--- config.mk ---
export PLATFORM = sky130hd
export DESIGN_NAME = sync_data_memory_flat
export DESIGN_NICKNAME = d
export VERILOG_FILES = /design/src/rtl/sync_data_memory_if.sv /design/src/rtl/sync_data_memory.sv /design/src/flat_wrapper.sv
export SDC_FILE = /design/constraint.sdc
export NUM_CORES = 2
export LEC_CHECK = 0
export BUFFER_PORTS_ARGS = -buffer_cell sky130_fd_sc_hd__buf_2
export CORE_UTILIZATION = 50
export CTS_CLUSTER_DIAMETER = 200
export DETAILED_ROUTE_END_ITERATION = 6
export PLACE_DENSITY = 0.67
export SKIP_CTS_REPAIR_TIMING = 1
export SYNTH_ARGS = -nofsm -noshare
export SYNTH_HDL_FRONTEND = slang
export SYNTH_SLANG_ARGS = --single-unit
--- constraint.sdc ---
create_clock -name clk -period 7.05 [get_ports clk]
set_input_delay 0.3525 -clock clk [delete_from_list [all_inputs] [get_ports clk]]
set_output_delay 0.3525 -clock clk [all_outputs]
set_load 0.02 [all_outputs]
--- src/rtl/sync_data_memory_if.sv ---
// ---------------------------------------------------------------------------
// sync_data_memory_if
//
// Bus bundle between the load/store unit (master) and sync_data_memory
// (slave).
//
// Signals:
//   re, raddr     read request, sampled on the rising clock edge
//   rdata, rvalid registered read data, and its one-cycle qualifier
//   we, waddr,    write request, sampled on the rising clock edge
//   wdata
//   busy          clear sweep in progress; requests are ignored
//   oob           one-cycle pulse flagging an out-of-range access
// ---------------------------------------------------------------------------
interface sync_data_memory_if #(
  parameter int DATA_W = 8,
  parameter int ADDR_W = 8
);
  logic              re;
  logic [ADDR_W-1:0] raddr;
  logic [DATA_W-1:0] rdata;
  logic              rvalid;
  logic              we;
  logic [ADDR_W-1:0] waddr;
  logic [DATA_W-1:0] wdata;
  logic              busy;
  logic              oob;

  modport master (
    output re, raddr, we, waddr, wdata,
    input  rdata, rvalid, busy, oob
  );

  modport slave (
    input  re, raddr, we, waddr, wdata,
    output rdata, rvalid, busy, oob
  );
endinterface

--- src/rtl/sync_data_memory.sv ---
// ---------------------------------------------------------------------------
// sync_data_memory
//
// Parametrised synchronous data memory for the SimpleCPU datapath. It has one
// write port and one registered read port. After every reset, a hardware
// sweep writes INIT_VAL into every word. Accesses addressed at or beyond
// DEPTH are flagged on oob.
//
// Parameters:
//   DATA_W    data word width in bits
//   ADDR_W    address width in bits
//   DEPTH     number of words, 1 <= DEPTH <= 2**ADDR_W
//   INIT_VAL  value written to every word by the clear sweep
//
// Ports:
//   clk   clock; all state updates on the rising edge
//   rst   synchronous active-high reset
//   bus   sync_data_memory_if.slave (re/raddr/rdata/rvalid,
//         we/waddr/wdata, busy, oob)
//
// Build option:
//   SYNC_DMEM_BYPASS_EN  defined   : a same-cycle read and write to the same
//                                    in-range address returns wdata
//                                    (write-first).
//                        undefined : the same case returns the old contents
//                                    (read-first). The write still completes.
// ---------------------------------------------------------------------------
module sync_data_memory #(
  parameter int                DATA_W   = 8,
  parameter int                ADDR_W   = 8,
  parameter int                DEPTH    = 256,
  parameter logic [DATA_W-1:0] INIT_VAL = '0
) (
  input logic                 clk,
  input logic                 rst,
  sync_data_memory_if.slave   bus
);

  localparam int                CNT_W   = (DEPTH > 1) ? $clog2(DEPTH) : 1;
  localparam logic [ADDR_W:0]   DEPTH_X = (ADDR_W + 1)'(DEPTH);
  localparam logic [CNT_W-1:0]  LAST    = CNT_W'(DEPTH - 1);

  typedef enum logic {
    CLEAR = 1'b0,
    READY = 1'b1
  } state_t;

  state_t            state, state_next;
  logic [CNT_W-1:0]  clr_cnt, clr_cnt_next;

  logic              mem_we;
  logic [CNT_W-1:0]  mem_addr;
  logic [DATA_W-1:0] mem_wdata;
  logic              rd_fire;
  logic              oob_next;

  logic              rd_in_range;
  logic              wr_in_range;
  logic              byp_hit;
  logic [CNT_W-1:0]  rd_idx;

  logic [DATA_W-1:0] mem [DEPTH];

  logic [DATA_W-1:0] rdata_q;
  logic              rvalid_q;
  logic              oob_q;

  // Zero-extend the addresses so that DEPTH == 2**ADDR_W still compares
  // correctly.
  assign rd_in_range = ({1'b0, bus.raddr} < DEPTH_X);
  assign wr_in_range = ({1'b0, bus.waddr} < DEPTH_X);
  assign rd_idx      = bus.raddr[CNT_W-1:0];

`ifdef SYNC_DMEM_BYPASS_EN
  // Write-first: a read that collides with this cycle's write sees wdata.
  assign byp_hit = bus.we && wr_in_range && rd_in_range &&
                   (bus.waddr == bus.raddr);
`else
  // Read-first: a colliding read returns the array's pre-write contents.
  assign byp_hit = 1'b0;
`endif

  // State register. A reset always restarts the sweep from word 0, even
  // when it arrives in the middle of a sweep.
  // NOTE: sequential state uses non-blocking (<=) so that every register
  // samples the values from before the edge; blocking here would create
  // order-dependent races between always_ff blocks.
  always_ff @(posedge clk) begin
    if (rst) begin
      state   <= CLEAR;
      clr_cnt <= '0;
    end else begin
      state   <= state_next;
      clr_cnt <= clr_cnt_next;
    end
  end

  // Next-state logic and array-port steering.
  // NOTE: every output of this block gets a default first, so no path can
  // leave a variable unassigned and infer a latch.
  always_comb begin
    state_next   = state;
    clr_cnt_next = clr_cnt;
    mem_we       = 1'b0;
    mem_addr     = bus.waddr[CNT_W-1:0];
    mem_wdata    = bus.wdata;
    rd_fire      = 1'b0;
    oob_next     = 1'b0;

    unique case (state)
      CLEAR: begin
        mem_we    = 1'b1;
        mem_addr  = clr_cnt;
        mem_wdata = INIT_VAL;
        // Hold the counter at the last word so that it never wraps.
        if (clr_cnt == LAST) state_next   = READY;
        else                 clr_cnt_next = clr_cnt + 1'b1;
      end
      READY: begin
        mem_we   = bus.we && wr_in_range;
        rd_fire  = bus.re;
        // An out-of-range read and an out-of-range write in the same cycle
        // produce one pulse, not two.
        oob_next = (bus.re && !rd_in_range) || (bus.we && !wr_in_range);
      end
      default: state_next = CLEAR;
    endcase
  end

  // Storage array. The sweep writes INIT_VAL into every word, so the array
  // needs no reset of its own. The write is suppressed on the reset edge
  // itself.
  // NOTE: the array is deliberately left out of reset; a reset on every word
  // would prevent mapping onto RAM macros.
  always_ff @(posedge clk) begin
    if (!rst && mem_we) mem[mem_addr] <= mem_wdata;
  end

  // Registered read port and status flags. rdata holds its value whenever
  // no read fires, including throughout the sweep.
  always_ff @(posedge clk) begin
    if (rst) begin
      rdata_q  <= '0;
      rvalid_q <= 1'b0;
      oob_q    <= 1'b0;
    end else begin
      rvalid_q <= rd_fire;
      oob_q    <= oob_next;
      if (rd_fire) begin
        if (!rd_in_range) rdata_q <= INIT_VAL;
        else if (byp_hit) rdata_q <= bus.wdata;
        else              rdata_q <= mem[rd_idx];
      end
    end
  end

  assign bus.rdata  = rdata_q;
  assign bus.rvalid = rvalid_q;
  assign bus.oob    = oob_q;
  assign bus.busy   = (state == CLEAR);

endmodule
--- src/flat_wrapper.sv ---
// flat-port wrapper written by rule: the top's interface ports become plain ports
module sync_data_memory_flat 
#(
  parameter int                DATA_W   = 8,
  parameter int                ADDR_W   = 8,
  parameter int                DEPTH    = 256,
  parameter logic [DATA_W-1:0] INIT_VAL = '0
)
  (clk, rst, bus_re, bus_raddr, bus_we, bus_waddr, bus_wdata, bus_rdata, bus_rvalid, bus_busy, bus_oob);
  sync_data_memory_if #(.DATA_W(DATA_W), .ADDR_W(ADDR_W)) bus_i ();
  input logic clk;
  input logic rst;
  input wire logic [$bits(bus_i.re)-1:0] bus_re;
  input wire logic [$bits(bus_i.raddr)-1:0] bus_raddr;
  input wire logic [$bits(bus_i.we)-1:0] bus_we;
  input wire logic [$bits(bus_i.waddr)-1:0] bus_waddr;
  input wire logic [$bits(bus_i.wdata)-1:0] bus_wdata;
  output wire logic [$bits(bus_i.rdata)-1:0] bus_rdata;
  output wire logic [$bits(bus_i.rvalid)-1:0] bus_rvalid;
  output wire logic [$bits(bus_i.busy)-1:0] bus_busy;
  output wire logic [$bits(bus_i.oob)-1:0] bus_oob;
  assign bus_i.re = bus_re;
  assign bus_i.raddr = bus_raddr;
  assign bus_i.we = bus_we;
  assign bus_i.waddr = bus_waddr;
  assign bus_i.wdata = bus_wdata;
  assign bus_rdata = bus_i.rdata;
  assign bus_rvalid = bus_i.rvalid;
  assign bus_busy = bus_i.busy;
  assign bus_oob = bus_i.oob;
  sync_data_memory #(.DATA_W(DATA_W), .ADDR_W(ADDR_W), .DEPTH(DEPTH), .INIT_VAL(INIT_VAL)) u_core (.clk(clk), .rst(rst), .bus(bus_i));
endmodule
* Word level (Yosys, flattened, before mapping)
Memories as Yosys holds them, arrays and structs flattened. A register that Yosys moved wholly into a read port is not among the register bits.
Index checks and enable logic that the tools add are counted.
** Word-level totals
- Flip-flop bits (word level) :: 10
- Memory bits (writable) :: 2048
- Input port bits :: 28
- Output and inout port bits :: 11
- Memories :: 1
** Operators by class
- $add $sub $neg :: 1
- Equal/unequal tests :: 1
- Muxes and demuxes :: 8
- Bitwise logic cells :: 2
- Reduce and logical (&&, ||, !) cells :: 3
** Memories
- u_core.mem :: depth 256, width 8, rd ports 1, clocked after Yosys merged registers in 1, wr ports 1, RTL line sync_data_memory.sv:62 : logic [DATA_W-1:0] mem [DEPTH];
** Operator list (count)
- two-way mux 8 bit :: 2
- adder 8 x 1 -> 8 bit, second input constant :: 1
- == test 8 bit, second input constant :: 1
- two-way mux 1 bit :: 5
- NOT 1 bit :: 2
- one-hot mux 1 bit (2 select lines) :: 1
- AND reduction 2 bit :: 1
- logical AND 1 bit :: 1
- logical NOT 1 bit :: 1

* Logic depth before layout (Yosys ltp)
- Depth in word-level cells :: 5
- Depth in mapped cells :: 14
- Gate-level depth less buffers :: 7

* Least setup slack after synthesis
OpenSTA, ideal clock, no wires.
- Path kind :: reg2reg
- Start point :: register u_core.state
- End point :: memory u_core.mem[0][6], data pin
- Data arrival time :: 4.241 ns
- Setup slack :: 1.939 ns
- Stages on the path, launching flop included :: 5
- Clock period less this slack :: 5.111 ns
- Cell sequence :: dfxtp_1 -> buf_2 -> clkbuf_1 -> clkbuf_1 -> and2_1
** On the way
- Longest elaborated chain between the ends :: 1
** RTL lines
- start, declared :: RTL line sync_data_memory.sv:48 : state_t state, state_next;
- start signal, assigned :: RTL line sync_data_memory.sv:93 : state <= state_next;
- two-way mux 8 bit :: RTL line sync_data_memory.sv:110 : unique case (state)
- via u_core.mem_wdata[6] :: RTL line sync_data_memory.sv:53 : logic [DATA_W-1:0] mem_wdata;
- end, declared :: RTL line sync_data_memory.sv:62
The timed path passes the listed nets, and every way through them passes these cells.

* Worst setup path after layout
- Start point :: register u_core.clr_cnt[0]
- End point :: memory u_core.mem[21][1], enable pin
** On the way
- Longest elaborated chain between the ends :: 1
** RTL lines
- start, declared :: RTL line sync_data_memory.sv:49 : logic [CNT_W-1:0] clr_cnt, clr_cnt_next;
- start signal, assigned :: RTL line sync_data_memory.sv:94 : clr_cnt <= clr_cnt_next;
- two-way mux 8 bit :: RTL line sync_data_memory.sv:110
Every way passes these cells.

==> impl_metrics.json <==
{
  "synth_xor_area_share_pct": 0.0539,
  "max_slew.worst_pin.slew_ns": 1.45,
  "nets": 4233,
  "netlist_instances": 4132,
  "vias_per_cell": 6.37,
  "crit_arrival_ns": 4.45,
  "synthToLayoutAreaGrowth_pct": 10.2,
  "clk_latency_ns": 0.85,
  "wire_per_inst_um": 30.9,
  "syn_avg_cell_area_um2": 19.7,
  "crit_fanout": 8,
  "crit_end": "u_core.mem[21][1]",
  "leakage_nw": 29.4,
  "power.share.sequential_pct": 54.2,
  "grt-ovfl-total": 0,
  "drive_gt1_share_pct": 16.7,
  "port_buffers": 37,
  "synth_area_leaders": "edfxtp_1 (76%), mux4_2 (8.4%), mux2i_1 (5.3%)",
  "worst-path-stages": 5,
  "r2r_slack_ns": 3.07,
  "design_area_um2": 89500,
  "ioPinCount": 39,
  "critical_path.top_delay_family": "simple AND/OR/NAND/NOR gates",
  "synthSimpleGateAreaFrac_pct": 2.84,
  "initial_core_util_pct": 50.5,
  "combPwrFrac_pct": 3.7,
  "finalCriticalPeriod_ns": 3.98,
  "root_buffer": "clkbuf_16",
  "synth_mux_area_share_pct": 14.3,
  "rows": 147,
  "fmax_mhz": 251,
  "synthArstFlopShare_pct": 0,
  "cts_tree": "yes",
  "drc": 1,
  "crit_path_start": "u_core.clr_cnt[0]",
  "syn_area_um2": 81200,
  "total_power_w": 0.0245,
  "drt_wl_total_um": 202000,
  "cp-start-kind": "flop",
  "fin_skew_ns": 0.0380,
  "ys_seq_elements": 2066,
  "coreArea_um2": 161000,
  "clockBufferDepth": 3,
  "synth.distinct_cells": 69,
  "place_area_um2": 83100,
  "ys_warn_count": 0,
  "routabilityCongestion": 0.873,
  "die_height_um": 405,
  "rr_endpoint": "u_core.mem[21][1]",
  "vias": 41637,
  "syn_nets": 4161,
  "antenna_left": 0,
  "yosysMostFrequentCell": "edfxtp_1",
  "r2r_cells": 5,
  "rsz0062_at_grt": "false",
  "first_pass_iters": 7,
  "synth_edf_count": 2048,
  "synth_top_family_by_area": "multiplexers",
  "worst-path-buf-inv": 2,
  "synth_adder_area_share_pct": 0.0154,
  "tns_ns": 0,
  "violations": "DRC",
  "hpwl_um": 122000,
  "die_area_um2": 164000,
  "maxCapViolCount": 0,
  "antenna_found_initial": 14,
  "synth_compound_area_share_pct": 4.38,
  "worstHoldPathType": "in -> reg",
  "grt_max_degree": 210,
  "p_per_area_nw_per_um2": 274,
  "grt_pass1_wl_um": 291000,
  "grt_use_total_pct": 24.8,
  "yosysTopAreaCellShare_pct": 75.7,
  "synth_ff_type": "edfxtp_1",
  "cts_buffers": 201,
  "finalSetupViolations": 0,
  "htree_levels": 4,
  "drtIter0Drc": 5306,
  "crit_slowest_cell": "o32ai_1",
  "slew_headroom_pct": 3.36,
  "clock-sinks": 2066,
  "fp.dieW_um": 405,
  "status": "finished, violations left",
  "seq_area_frac_synth_pct": 76.2,
  "max-vdd-ir-drop_mv": 0.271,
  "hold_viol": 0,
  "switching_share_pct": 21.1,
  "cp_slowest_stage_delay_ns": 0.91,
  "internal-power_w": 0.0194,
  "period_share_pct": 56.5,
  "path_clk_slew_ns": 0.06,
  "switching_power_w": 0.00517,
  "hold_slack_ns": 0.127,
  "synth_top_cell_by_area": "edfxtp_1",
  "grt_pass1_vias": 40378,
  "clkPwrFrac_pct": 42.1,
  "cp_cell_sequence": "inv_1, o32ai_1, nand3_1, buf_4, nor2_1",
  "synth_commonest_cells": "edfxtp_1 (2048), mux2i_1 (428), mux4_2 (303), nor2_1 (289), o22ai_1 (138)",
  "end_kind": "flop",
  "cp.required_ns": 7.52,
  "drv_slew": 0,
  "crit_type": "reg -> reg",
  "r2r-start": "u_core.clr_cnt[0]"
}
-- through the flow --
stage	utilization, %	setup WS [ns]	std cells
detailed placement	51.7	2.75	6158
finish	55.6	3.07	6534
global route	55.6	2.98	6530
CTS	55.6	3.11	6526
floorplan	-	1.94	4132
global placement	51.7	2.26	6156
-- final cells by class --
class | count | area, µm²
antenna | 5 | 12.5
inverter | 9 | 36.3
clock buffer | 256 | 5260
clock inverter | 112 | 1020
multi-input combinational | 1807 | 17600
sequential | 2066 | 61900
fill | 11990 | 71500
tap | 2160 | 2700
timing repair buffer | 119 | 961
-- flip-flops by register name (all words and copies together) (netlist names) --
name	cells
u_core.bus.rdata	8
u_core.bus.rvalid	1
u_core.clr_cnt	8
u_core.mem	2048
u_core.state	1
-- logic make-up (layout without fill, tap and decap cells) --
logic type | Yosys count | after routing
flops | 2066 | 2066
other cells | 1 | 6
fa+ha+maj | 1 | 1
mux | 763 | 763
compound gates | 503 | 503
buf+inv | 259 | 496
xor+xnor | 5 | 5
simple gates | 534 | 534
-- layout by cell type, fill, tap and decap left out, drive strengths merged, types with 18 or more instances in the layout --
cell type / count
dfxtp: 18
nand2: 107
mux2i: 428
buf: 116
o221ai: 56
mux4: 315
a22oi: 40
clkbuf: 256
edfxtp: 2048
nor3: 20
o22ai: 138
o21ai: 48
nand3: 40
mux2: 20
nor2: 289
a211oi: 56
clkinv: 86
a21oi: 51
-- per-layer routing --
metal,vias to the layer above,part of all wire (%),track usage [%]
li1,17201,-,-
met1,21884,41,36.1
met2,2212,46,37.7
met3,334,9.4,4.62
met4,6,3.3,8.37
met5,-,0.019,0
-- how the worst min path moves through the flow --
stage / from / end / slack, ns / cells after the start
4_1_cts: bus_re / u_core.bus.rvalid / -0.20 / 3
3_5_place_dp: u_core.clr_cnt[7] / u_core.clr_cnt[7] / 0.57 / 2
3_3_place_gp: u_core.clr_cnt[6] / u_core.clr_cnt[6] / 0.55 / 2
2_1_floorplan: rst / u_core.bus.rvalid / 0.44 / 1
5_1_grt: bus_wdata[4] / u_core.mem[118][4] / 0.12 / 2
6_report: bus_wdata[4] / u_core.mem[116][4] / 0.13 / 2
-- power groups by stage --
| stage | Sequential (W) | Combinational [W] | Clock (W) |
|---|---|---|---|
| 2_1_floorplan | 0.0136 | 0.000645 | 0 |
| 3_3_place_gp | 0.0136 | 0.000899 | 0 |
| 3_5_place_dp | 0.0136 | 0.000902 | 0 |
| 4_1_cts | 0.0133 | 0.000905 | 0.0104 |
| 5_1_grt | 0.0133 | 0.000947 | 0.0109 |
| 6_report | 0.0133 | 0.000910 | 0.0103 |
Power figures use the tool's default switching activity.
